## config.mk

```make
export PLATFORM = sky130hd
export DESIGN_NAME = accfifo_swap_ctrl
export DESIGN_NICKNAME = d
export VERILOG_FILES = /design/src/rtl/accfifo_ctrl_pkg.sv /design/src/rtl/gb_skid_buf.sv /design/src/rtl/accfifo_swap_ctrl.sv
export SDC_FILE = /design/constraint.sdc
export NUM_CORES = 1
export LEC_CHECK = 0
export BUFFER_PORTS_ARGS = -buffer_cell sky130_fd_sc_hd__buf_2
export CAP_MARGIN = 5
export CORE_MARGIN = 2
export CORE_UTILIZATION = 60
export CTS_CLUSTER_SIZE = 10
export DETAILED_ROUTE_END_ITERATION = 6
export GPL_TIMING_DRIVEN = 1
export MAX_ROUTING_LAYER = met4
export PLACE_DENSITY = 0.87
export SLEW_MARGIN = 20
export SYNTH_ARGS = -nofsm -noshare
export SYNTH_HDL_FRONTEND = slang
export SYNTH_SLANG_ARGS = --single-unit
```

## constraint.sdc

```tcl
create_clock -name clk -period 9.5 [get_ports clk]
set_input_delay 0.95 -clock clk [delete_from_list [all_inputs] [get_ports clk]]
set_output_delay 0.95 -clock clk [all_outputs]
set_load 0.05 [all_outputs]
```

## src/rtl/accfifo_ctrl_pkg.sv

```systemverilog
// Shared constants for the accumulation FIFO swap controller.
//   StIdle / StDrain : FSM state encodings
//   RdLatMax         : largest supported FIFO read-to-data latency
//   cnt_w()          : width of a counter that must hold 0..depth inclusive
package accfifo_ctrl_pkg;

    localparam logic StIdle  = 1'b0;
    localparam logic StDrain = 1'b1;

    localparam int unsigned RdLatMax = 2;

    function automatic int unsigned cnt_w(input int unsigned depth);
        return $clog2(depth + 1);
    endfunction

endpackage

```

## src/rtl/gb_skid_buf.sv

```systemverilog
// Two-entry output buffer holding data words and their last-of-tile flag.
// Ports:
//   clk, rst          clock, asynchronous active-high reset
//   push, push_data,
//   push_last         write one entry (caller guarantees there is room)
//   pop               remove the head entry (caller guarantees valid)
//   valid             buffer holds at least one entry
//   count             number of entries held (0..2)
//   data, last        head entry
module gb_skid_buf #(
    parameter int unsigned DW = 24
) (
    input  logic          clk,
    input  logic          rst,
    input  logic          push,
    input  logic [DW-1:0] push_data,
    input  logic          push_last,
    input  logic          pop,
    output logic          valid,
    output logic [1:0]    count,
    output logic [DW-1:0] data,
    output logic          last
);

    logic [DW-1:0] mem_q [2];
    logic [1:0]    last_q;
    logic          wr_ptr_q;
    logic          rd_ptr_q;
    logic [1:0]    cnt_q;

    always_ff @(posedge clk or posedge rst) begin
        if (rst) begin
            mem_q[0] <= '0;
            mem_q[1] <= '0;
            last_q   <= '0;
            wr_ptr_q <= 1'b0;
            rd_ptr_q <= 1'b0;
            cnt_q    <= '0;
        end else begin
            if (push) begin
                mem_q[wr_ptr_q]  <= push_data;
                last_q[wr_ptr_q] <= push_last;
                wr_ptr_q         <= ~wr_ptr_q;
            end
            if (pop) begin
                rd_ptr_q <= ~rd_ptr_q;
            end
            cnt_q <= cnt_q + {1'b0, push} - {1'b0, pop};
        end
    end

    assign valid = (cnt_q != 2'd0);
    assign count = cnt_q;
    assign data  = mem_q[rd_ptr_q];
    assign last  = last_q[rd_ptr_q];

endmodule

```

## src/rtl/accfifo_swap_ctrl.sv

```systemverilog
// Sequencer for one double-buffered accumulation FIFO pair. Counts tile writes into the compute
// FIFO, swaps compute/shadow roles when a tile completes, drains the shadow FIFO to the global
// buffer over valid/ready and stalls the PE while a completed tile waits for the drain to finish.
// Ports:
//   clk, rst                 clock, asynchronous active-high reset
//   compute_fifo_write       snooped PE write strobe into the compute FIFO
//   tile_done                compute FIFO holds a complete tile
//   shadow_fifo_empty        shadow FIFO status
//   shadow_fifo_data_out     shadow FIFO read data (RD_LAT cycles after the read strobe)
//   which_fifo_to_compute    role select (0: FIFO0 computes)
//   shadow_fifo_read         shadow FIFO read strobe
//   compute_stall            PE must hold writes and tile_done
//   gb_valid/gb_data/gb_last output word to the global buffer, gb_ready accepts it
//   busy                     drain in progress or swap pending
//   err                      sticky protocol error
module accfifo_swap_ctrl
    import accfifo_ctrl_pkg::*;
#(
    parameter int unsigned NB_DATA   = 32,
    parameter int unsigned OUT_WIDTH = 24,
    parameter int unsigned RD_LAT    = 1
) (
    input  logic                 clk,
    input  logic                 rst,
    input  logic                 compute_fifo_write,
    input  logic                 tile_done,
    input  logic                 shadow_fifo_empty,
    input  logic [OUT_WIDTH-1:0] shadow_fifo_data_out,
    output logic                 which_fifo_to_compute,
    output logic                 shadow_fifo_read,
    output logic                 compute_stall,
    output logic                 gb_valid,
    output logic [OUT_WIDTH-1:0] gb_data,
    output logic                 gb_last,
    input  logic                 gb_ready,
    output logic                 busy,
    output logic                 err
);

    localparam int unsigned     CntW   = cnt_w(NB_DATA);
    localparam int unsigned     Lat    = (RD_LAT > RdLatMax) ? RdLatMax : RD_LAT;
    localparam logic [CntW-1:0] CntMax = CntW'(NB_DATA);
    localparam logic [CntW-1:0] CntOne = CntW'(1);

    logic            state_q, state_d;
    logic            which_q, which_d;
    logic            pend_q, pend_d;
    logic            err_q, err_d;
    logic [CntW-1:0] wr_cnt_q, wr_cnt_d;
    logic [CntW-1:0] rem_rd_q, rem_rd_d;
    logic [CntW-1:0] rem_out_q, rem_out_d;

    logic            wr_ok, wr_err, td_err, swap, drain;
    logic [CntW-1:0] cnt_eff;
    logic            rd, rd_last, pop;
    logic            push, push_last;
    logic [1:0]      buf_cnt, inflight;
    logic [2:0]      occ;
    logic            buf_valid, buf_last;

    // Writes are refused while stalled or once the tile already fills the FIFO.
    assign wr_ok   = compute_fifo_write & ~pend_q & (wr_cnt_q != CntMax);
    assign wr_err  = compute_fifo_write & ~wr_ok;
    assign td_err  = tile_done & pend_q;
    // A write in the swap cycle still belongs to the closing tile.
    assign cnt_eff = wr_cnt_q + CntW'(wr_ok);
    assign drain   = (state_q == StDrain);
    assign swap    = ~drain & (tile_done | pend_q) & (cnt_eff != '0);

    assign pop = buf_valid & gb_ready;
    // Reads in flight plus buffered words may never exceed the two buffer slots; a word leaving
    // this cycle frees its slot early so RD_LAT <= 1 sustains one word per cycle.
    assign occ     = {1'b0, buf_cnt} + {1'b0, inflight};
    assign rd      = drain & (rem_rd_q != '0) & ~shadow_fifo_empty & (occ < (3'd2 + {2'b0, pop}));
    assign rd_last = (rem_rd_q == CntOne);

    always_comb begin
        state_d   = state_q;
        which_d   = which_q;
        pend_d    = pend_q;
        err_d     = err_q | wr_err | td_err;
        wr_cnt_d  = cnt_eff;
        rem_rd_d  = rem_rd_q - CntW'(rd);
        rem_out_d = rem_out_q - CntW'(pop);
        if (swap) begin
            state_d   = StDrain;
            which_d   = ~which_q;
            pend_d    = 1'b0;
            wr_cnt_d  = '0;
            rem_rd_d  = cnt_eff;
            rem_out_d = cnt_eff;
        end
        if (drain) begin
            // An empty tile never becomes pending, so pend always leads to a real swap.
            if (tile_done & ~pend_q & (cnt_eff != '0)) begin
                pend_d = 1'b1;
            end
            if (pop & (rem_out_q == CntOne)) begin
                state_d = StIdle;
            end
        end
    end

    always_ff @(posedge clk or posedge rst) begin
        if (rst) begin
            state_q   <= StIdle;
            which_q   <= 1'b0;
            pend_q    <= 1'b0;
            err_q     <= 1'b0;
            wr_cnt_q  <= '0;
            rem_rd_q  <= '0;
            rem_out_q <= '0;
        end else begin
            state_q   <= state_d;
            which_q   <= which_d;
            pend_q    <= pend_d;
            err_q     <= err_d;
            wr_cnt_q  <= wr_cnt_d;
            rem_rd_q  <= rem_rd_d;
            rem_out_q <= rem_out_d;
        end
    end

    // Track each read (and whether it is the tile's final word) until its data appears.
    generate
        if (Lat == 0) begin : g_rd_comb
            assign push      = rd;
            assign push_last = rd_last;
            assign inflight  = 2'd0;
        end else begin : g_rd_pipe
            logic [Lat-1:0] rd_pipe_q;
            logic [Lat-1:0] last_pipe_q;

            always_ff @(posedge clk or posedge rst) begin
                if (rst) begin
                    rd_pipe_q   <= '0;
                    last_pipe_q <= '0;
                end else begin
                    rd_pipe_q   <= (rd_pipe_q << 1) | Lat'(rd);
                    last_pipe_q <= (last_pipe_q << 1) | Lat'(rd & rd_last);
                end
            end

            always_comb begin
                inflight = 2'd0;
                for (int i = 0; i < Lat; i++) begin
                    inflight = inflight + {1'b0, rd_pipe_q[i]};
                end
            end

            assign push      = rd_pipe_q[Lat-1];
            assign push_last = last_pipe_q[Lat-1];
        end
    endgenerate

    gb_skid_buf #(
        .DW(OUT_WIDTH)
    ) u_skid (
        .clk       (clk),
        .rst       (rst),
        .push      (push),
        .push_data (shadow_fifo_data_out),
        .push_last (push_last),
        .pop       (pop),
        .valid     (buf_valid),
        .count     (buf_cnt),
        .data      (gb_data),
        .last      (buf_last)
    );

    assign which_fifo_to_compute = which_q;
    assign shadow_fifo_read      = rd;
    assign compute_stall         = pend_q;
    assign gb_valid              = buf_valid;
    assign gb_last               = buf_valid & buf_last;
    assign busy                  = drain | pend_q;
    assign err                   = err_q;

endmodule

```

# Yosys cells after proc, flatten, opt, wreduce, memory -nomap -nowiden
# Cells that the tools add are included.
totals:
  ff_bits: 78
  latchBits: 0
  mem_bits_rw: 0
  rom_bits: 0
  input_bits: 30
  output_inout_bits: 31
  wordCells: 85
  memories: 0
op_classes:
  add_sub_neg: 7
  multipliers: 0
  n_div: 0
  order_cmp: 7
  eq_ne: 3
  shift: 0
  mux: 20
  bitwise: 28
  reduce_logical: 5
ops:
  columns: ["op", "count"]
  rows:
  - ["$mux W24", 4]
  - ["$bwmux W48", 1]
  - ["$demux W24 S1", 1]
  - ["$mux W6", 3]
  - ["$and A1 B1 Y1", 15]
  - ["$eq A6 B1 Y1 const B", 2]
  - ["$reduce_bool A6 Y1", 2]
  - ["$sub A6 B1 Y6", 2]
  - ["$mux W1", 9]
  - ["$not A1 Y1", 7]
  - ["$add A6 B1 Y6", 1]
  - ["$ne A6 B6 Y1 const B", 1]
  - ["$ge A2 B2 Y1 const B", 2]
  - ["$lt A1 B2 Y1 const B", 2]
  - ["$not A1 Y2", 2]
  - ["$or A1 B1 Y1", 4]
  - ["$add A2 B1 Y3", 1]
  - ["$add A2 B1 Y3 const A", 1]
  - ["$lt A3 B3 Y1", 1]
  - ["$add A2 B1 Y2", 1]
  - ["$bwmux W2", 1]
  - ["$logic_and A1 B1 Y1", 2]
  - ["$lt A2 B1 Y1 const B", 1]
  - ["$reduce_bool A2 Y1", 1]
  - ["other kinds (3)", 3]

# Depth between registers and ports, before layout
# Gate-level depths: netlist of run 1.
depth:
  ltp_word: 9
  depth_mapped: 10
  mapped_depth_nobuf: 10

# Modules after synthesis
# Synthesis of run 1 repeated with hierarchy kept, for this count alone.
hier_totals:
  hier_cells: 267
  hier_area_um2: 3697.3
modules_own_cells:
  columns: ["mod", "instances", "cells_per_inst", "area_per_inst_um2", "seq_area_each_um2"]
  rows:
  - ["gb_skid_buf", 1, 149, 2437.3, 1351.3]
  - ["accfifo_swap_ctrl", 1, 118, 1260.0, 600.6]

# Worst setup path after synthesis of run 1
# No wires, ideal clock.
synth_path:
  kind: "flip-flop to flip-flop"
  start: "register wr_cnt_q[3]"
  end: "register rem_out_q[4]"
  setup_time_ns: 0.079
  t_arrival_ns: 3.031
  required_ns: 9.421
  setup_slack_ns: 6.390
  path_stages_with_launch: 11
  n_path_buf: 1
  period_less_slack_ns: 3.110
  path_cell_list: "dfrtp_1 > or4b_2 > nor3_1 > nor3b_1 > ha_1 > ha_1 > xnor2_1 > o2111ai_2 > o41ai_4 > buf_6 > mux2i_1"
synth_via:
  elab_chain_len: 6
synth_lines:
  columns: ["element", "line", "text"]
  rows:
  - ["start, declared", "accfifo_swap_ctrl.sv:49", "logic [CntW-1:0] wr_cnt_q, wr_cnt_d;"]
  - ["start signal, assigned", "accfifo_swap_ctrl.sv:118", "wr_cnt_q <= wr_cnt_d;"]
  - ["$ne A6 B6 Y1", "accfifo_swap_ctrl.sv:62", "assign wr_ok = compute_fifo_write & ~pend_q & (wr_cnt_q != CntMax);"]
  - ["$and A1 B1 Y1", "accfifo_swap_ctrl.sv:62", null]
  - ["$add A6 B1 Y6 *", "accfifo_swap_ctrl.sv:66", "assign cnt_eff = wr_cnt_q + CntW'(wr_ok);"]
  - ["$reduce_bool A6 Y1", "accfifo_swap_ctrl.sv:68", "assign swap = ~drain & (tile_done | pend_q) & (cnt_eff != '0);"]
  - ["$and A1 B1 Y1", "accfifo_swap_ctrl.sv:68", null]
  - ["$mux W6 *", "accfifo_swap_ctrl.sv:85", "if (swap) begin"]
  - ["named net rem_out_d[4]", "accfifo_swap_ctrl.sv:51", "logic [CntW-1:0] rem_out_q, rem_out_d;"]
  - ["end signal, assigned", "accfifo_swap_ctrl.sv:120", "rem_out_q <= rem_out_d;"]
  - ["end, declared", "accfifo_swap_ctrl.sv:51", null]
# Mark *: on every way through the listed nets, which the timed path passes. The rest lies on a longest branch.
# A chain may end at the register's enable or synchronous reset.

# Worst setup path after layout of run 1
# Same ends and word-level chain as after synthesis.

==> flow_summary.yaml, run 1 <==
setup_path:
  critical_path_class: "register to register"
  reg2reg_from: "wr_cnt_q[3]"
  worstPathRequired_ns: 9.75
  crit_end: "rem_out_q[4]"
  r2r_slack_ns: 6.08
  endpoint_kind: "register"
  r2r_cells: 10
  start_kind: "register"
  reg2reg_to: "rem_out_q[4]"
  crit_start: "wr_cnt_q[3]"
  worstPathMaxFanout: 10
  crit_arrival_ns: 3.68
timing:
  drv_slew: 0
  fmax_ghz: 0.292
  hold_viol: 0
  final-setup-viol-count: 0
  grt_setup_unrepaired: "no"
  fin_tns_setup_ns: 0
  period_needed_ns: 3.42
  finalCritPeriodShare_pct: 36.0
  fin_worst_skew_ns: 0.00483
  worstMarginPinSlew_ns: 0.969
  setup_slack_ns: 6.08
  timing.slew.headroom_pct: 35.4
die:
  top_level_ports: 61
  row_count: 28
  dieHeight_um: 81.4
  start_util_pct: 61.5
  dieArea_sq_um: 6630
  core-area_sq_um: 5850
  dieWidth_um: 81.4
global_routing:
  antenna_found_initial: 0
  grt-ovfl-total: 0
  globalRouteTotalUtil_pct: 22.2
  grt_pass1_vias: 2324
  grt_pass1_wl_um: 10600
  grt_max_degree: 79
synth:
  async_reset_ff_share_pct: 100
  synth_area_leaders: "dfrtp_1 54%, mux2_2 23%, ha_1 3.5%, mux2i_1 3.1%, xnor2_1 2.2%"
  yosysSeqAreaShare_pct: 54.3
  yosys.area.top_type: "dfrtp_1"
  netlist_area_sq_um: 3600
  synth_xor_xnor_area_share_pct: 3.90
  synth_compound_area_share_pct: 3.44
  syn-instance-count: 269
  synth.distinct_cells: 34
  synthSimpleGateAreaFrac_pct: 6.19
  syn_area_per_cell_sq_um: 13.4
  synth_nets: 309
  synth-edff-count: 0
  yosysWarnings: 0
  synth_top_area_share_pct: 54.3
  synthMuxAreaShare_pct: 26.2
  synth-seq-cells: 78
  synth_top_family_by_area: "multiplexers"
  ys.flop_type: "dfrtp_1"
  synth-adder-area-share_pct: 3.48
detailed_routing:
  via_per_inst: 5.41
  via_count: 2240
  drt_pass1_iterations: 4
  drt_iter0_drc: 146
  drt-wirelength-per-cell_um: 16.2
  m1WireLength_um: 2810
  drt-total-wl_um: 6700
  met2_length_um: 3440
  met3_length_um: 309
  routed.top_layer: "met4"
  drc_errors: 0
  antenna_left: 0
clock_tree:
  clock_latency_ns: 0.34
  cts_resized: 0
  cts_tree: "yes"
  clk_path_buf_depth: 2
  htreeDepth: 3
  clk_pin_slew_ns: 0.07
  cts_root_buffer: "clkbuf_8"
  cts.sinks: 78
  cts_made_buffers: 9
  postCtsSetupBuffers: 0
  hold_buffers: 0
final_layout:
  drive_gt1_share_pct: 47.8
  fin_nets: 374
  area_growth_syn_to_layout_pct: 16.7
  diodes: 0
placement:
  port_buffers: 60
  dp.final_hpwl_um: 4660
  dp_slack_ns: 5.84
  place.gp.congestion: 0.888
job:
  maxCapViolations: 0
status:
  status: "finished clean"
min_path:
  hp-class: "register to register"
==> area by class of cell <==
cell class / count / area [sq um]
sequential: 78 / 1950
tap: 75 / 93.8
clock buffer: 10 / 128
multi-input combinational: 169 / 1560
clock inverter: 6 / 86.3
inverter: 13 / 48.8
fill: 402 / 1650
timing repair buffer: 63 / 327
==> stage by stage <==
stage / utilization, % / hold slack, ns / area, sq um / std cells
after global placement: 67.8 / 0.464 / 3970 / 397
after global routing: 71.7 / 0.500 / 4200 / 414
final: 71.7 / 0.475 / 4200 / 414
after detailed placement: 67.8 / 0.460 / 3970 / 397
after CTS: 71.5 / 0.481 / 4180 / 413
after floorplan: - / 0.453 / 3600 / 269
==> sequential cells by signal, indices dropped and copies added, names as in the netlist <==
signal / cells
compute_stall: 1
drain: 1
err: 1
g_rd_pipe.last_pipe_q: 1
g_rd_pipe.rd_pipe_q: 1
rem_out_q: 6
rem_rd_q: 6
u_skid.count: 2
u_skid.last_q: 2
u_skid.mem_q: 48
u_skid.rd_ptr_q: 1
u_skid.wr_ptr_q: 1
which_fifo_to_compute: 1
wr_cnt_q: 6
==> worst max-delay path: stages (launching register included) <==
cell and delay [ns]:
dfrtp_1 0.42, or4b_2 0.67, nor3_1 0.23, nor3b_1 0.10, ha_1 0.23, ha_1 0.22, xnor2_1 0.30, o2111ai_2 0.24
o41ai_4 0.46, buf_6 0.24, mux2i_1 0.22
==> worst min path at each step <==
stage	start	end	slack [ns]	cells after the start
finish	err	err	0.47	1
detailed placement	err	err	0.46	1
floorplan	rem_rd_q[5]	g_rd_pipe.last_pipe_q	0.45	1
global route	which_fifo_to_compute	which_fifo_to_compute	0.50	1
CTS	err	err	0.48	1
global placement	err	err	0.46	1
==> cell usage after synthesis, drive strengths merged, types with 3 or more instances <==
library cell  number
nor2              15
xor2               7
dfrtp             78
inv               13
xnor2              9
nor3               3
ha                10
nand2              7
nand3              3
mux2i             11
mux2              74
nor4               3
clkbuf             7
or2                3
o21ai              4
==> logic make-up after synthesis <==
kind of cell,count (synthesis)
muxes,85
buffers and inverters,22
xor gates and xnor gates,16
and+or+nand+nor,44
DFF,78
AOI/OAI and AO/OA,14
adders and majority gates,10
==> per-layer routing <==
layer	track usage [%]	vias up
met2	37.6	51
met1	25.4	1105
met5	-	-
met4	10.5	0
met3	4.18	11
li1	-	1073
==> cell usage in the layout, fill, tap and decap left out, types with 2 or more instances in the layout <==
cell,n
mux2_2,74
inv_1,12
xnor2_1,9
clkinv_2,2
bufinv_16,2
ha_1,10
and2_1,2
buf_2,60
o2bb2ai_1,2
xor2_1,7
nor3_1,3
o21ai_0,4
or2_2,3
nor2_1,15
mux2i_1,11
clkbuf_8,9
nand2_1,6
nor4_1,3
buf_4,2
nand3_1,3
dfrtp_1,77
Power of run 1 is left out: the tool's default activity adds up to more than one toggle a clock period on the data nets, which glitch-free logic cannot reach.
==> inputs of run 2 (changes only) <==
CORE_UTILIZATION = 56   (was 60)
PLACE_DENSITY = 0.83   (was 0.87)
clock period = 3.2 ns   (was 9.5 ns; I/O delays follow)
==> flow_summary.yaml, run 2 (synthesis gave the netlist of run 1 again) <==
timing:
  worstMarginPinSlew_ns: 0.658
  finalCritPeriodShare_pct: 94.7
  fmax_ghz: 0.330
  fin_worst_skew_ns: 0.00717
  whs_ns: 0.203
  timing.slew.headroom_pct: 56.0
  period_needed_ns: 3.03
  final-setup-viol-count: 0
  grt_setup_unrepaired: "no"
  drv_slew: 0
  hold_viol: 0
  fin_tns_setup_ns: 0
min_path:
  whs_path_depth: 2
  hp-class: "input port to register"
detailed_routing:
  via_count: 2343
  drt_iter0_drc: 112
  via_per_inst: 5.49
  drt-total-wl_um: 7240
  drt-wirelength-per-cell_um: 16.9
  antenna_left: 0
  drc_errors: 0
  drt_pass1_iterations: 4
setup_path:
  reg2reg_to: "rem_rd_q[1]"
  crit_start: "wr_cnt_q[2]"
  r2r_cells: 10
  worstPathRequired_ns: 3.47
  crit_arrival_ns: 3.30
  r2r_slack_ns: 0.17
  start_kind: "register"
  crit_end: "rem_rd_q[1]"
  worstPathMaxFanout: 8
  endpoint_kind: "register"
  critical_path_class: "register to register"
  reg2reg_from: "wr_cnt_q[2]"
final_layout:
  area_growth_syn_to_layout_pct: 20.9
  fin_nets: 385
  diodes: 0
  mostFrequentLayoutCells: "77 x dfrtp_1, 74 x mux2_2, 60 x buf_2"
  final_common_cell: "dfrtp_1"
  layoutNonFillerInstCount: 427
  largest_reg_flops: 48
  stdcell_area_sq_um: 4350
  largest-register: "u_skid.mem_q"
  drive_gt1_share_pct: 50.3
die:
  core-area_sq_um: 6280
  dieWidth_um: 84.1
  dieArea_sq_um: 7080
  start_util_pct: 57.3
  dieHeight_um: 84.1
  row_count: 29
  top_level_ports: 61
clock_tree:
  clock_latency_ns: 0.35
  cts.sinks: 78
  cts_tree: "yes"
  cts_made_buffers: 9
  clk_pin_slew_ns: 0.09
  htreeDepth: 3
  cts_root_buffer: "clkbuf_8"
  clk_path_buf_depth: 2
global_routing:
  grt_pass1_wl_um: 11700
  grt_max_degree: 58
  grt_pass1_vias: 2482
  grt-ovfl-total: 0
  antenna_found_initial: 0
  globalRouteTotalUtil_pct: 22.0
placement:
  dp.final_hpwl_um: 4870
  placedCellCount: 403
  placed_area_sq_um: 4030
  port_buffers: 60
  place.gp.congestion: 0.876
status:
  status: "finished clean"
job:
  maxCapViolations: 0
-- run 2: cell type report --
cell class / count / area (sq um)
clock buffer: 9 / 124
clock inverter: 7 / 82.6
fill: 450 / 1930
inverter: 13 / 48.8
multi-input combinational: 169 / 1590
sequential: 78 / 1950
tap: 77 / 96.3
timing repair buffer: 74 / 450
-- run 2: per-layer routing --
metal | vias to the layer above | wire, um | GRT usage [%]
li1 | 1095 | - | -
met1 | 1166 | 2980 | 26.9
met2 | 65 | 3790 | 35.4
met3 | 17 | 288 | 3.83
met4 | 0 | 181 | 10.9
met5 | - | 0 | -
-- run 2: worst min path at each step --
stage                             start               endpoint
6_report        shadow_fifo_data_out[6]        u_skid.mem_q[6]
3_3_place_gp                        rst       u_skid.mem_q[36]
2_1_floorplan               rem_rd_q[5]  g_rd_pipe.last_pipe_q
3_5_place_dp                        rst       u_skid.mem_q[36]
5_1_grt         shadow_fifo_data_out[8]        u_skid.mem_q[8]
4_1_cts        shadow_fifo_data_out[15]       u_skid.mem_q[15]
-- run 2: critical path: stages (launching register included) --
cell	delay [ns]
dfrtp_2	0.44
or4b_4	0.53
nor3_4	0.14
nor3b_1	0.08
ha_2	0.20
ha_1	0.22
xnor2_2	0.25
o2111ai_4	0.18
o41ai_4	0.51
buf_12	0.19
mux2i_1	0.21
-- run 2: metrics by stage --
stage,util [%],setup WS [ns]
finish,69.3,0.170
global route,69.3,0.0219
CTS,67.6,0.169
detailed placement,64.1,0.181
global placement,64.1,0.274
floorplan,-,0.0902
-- run 2: timing repair --
| item | CTS | global route |
|---|---|---|
| endpoints found under the hold margin | 21 | 0 |
| setup buffers | 0 | 6 |
| endpoints found under the setup margin | 0 | 11 |
| hold buffers | 1 | 0 |
| gates resized for setup | 0 | 8 |
Power of run 2 is left out for the same reason.
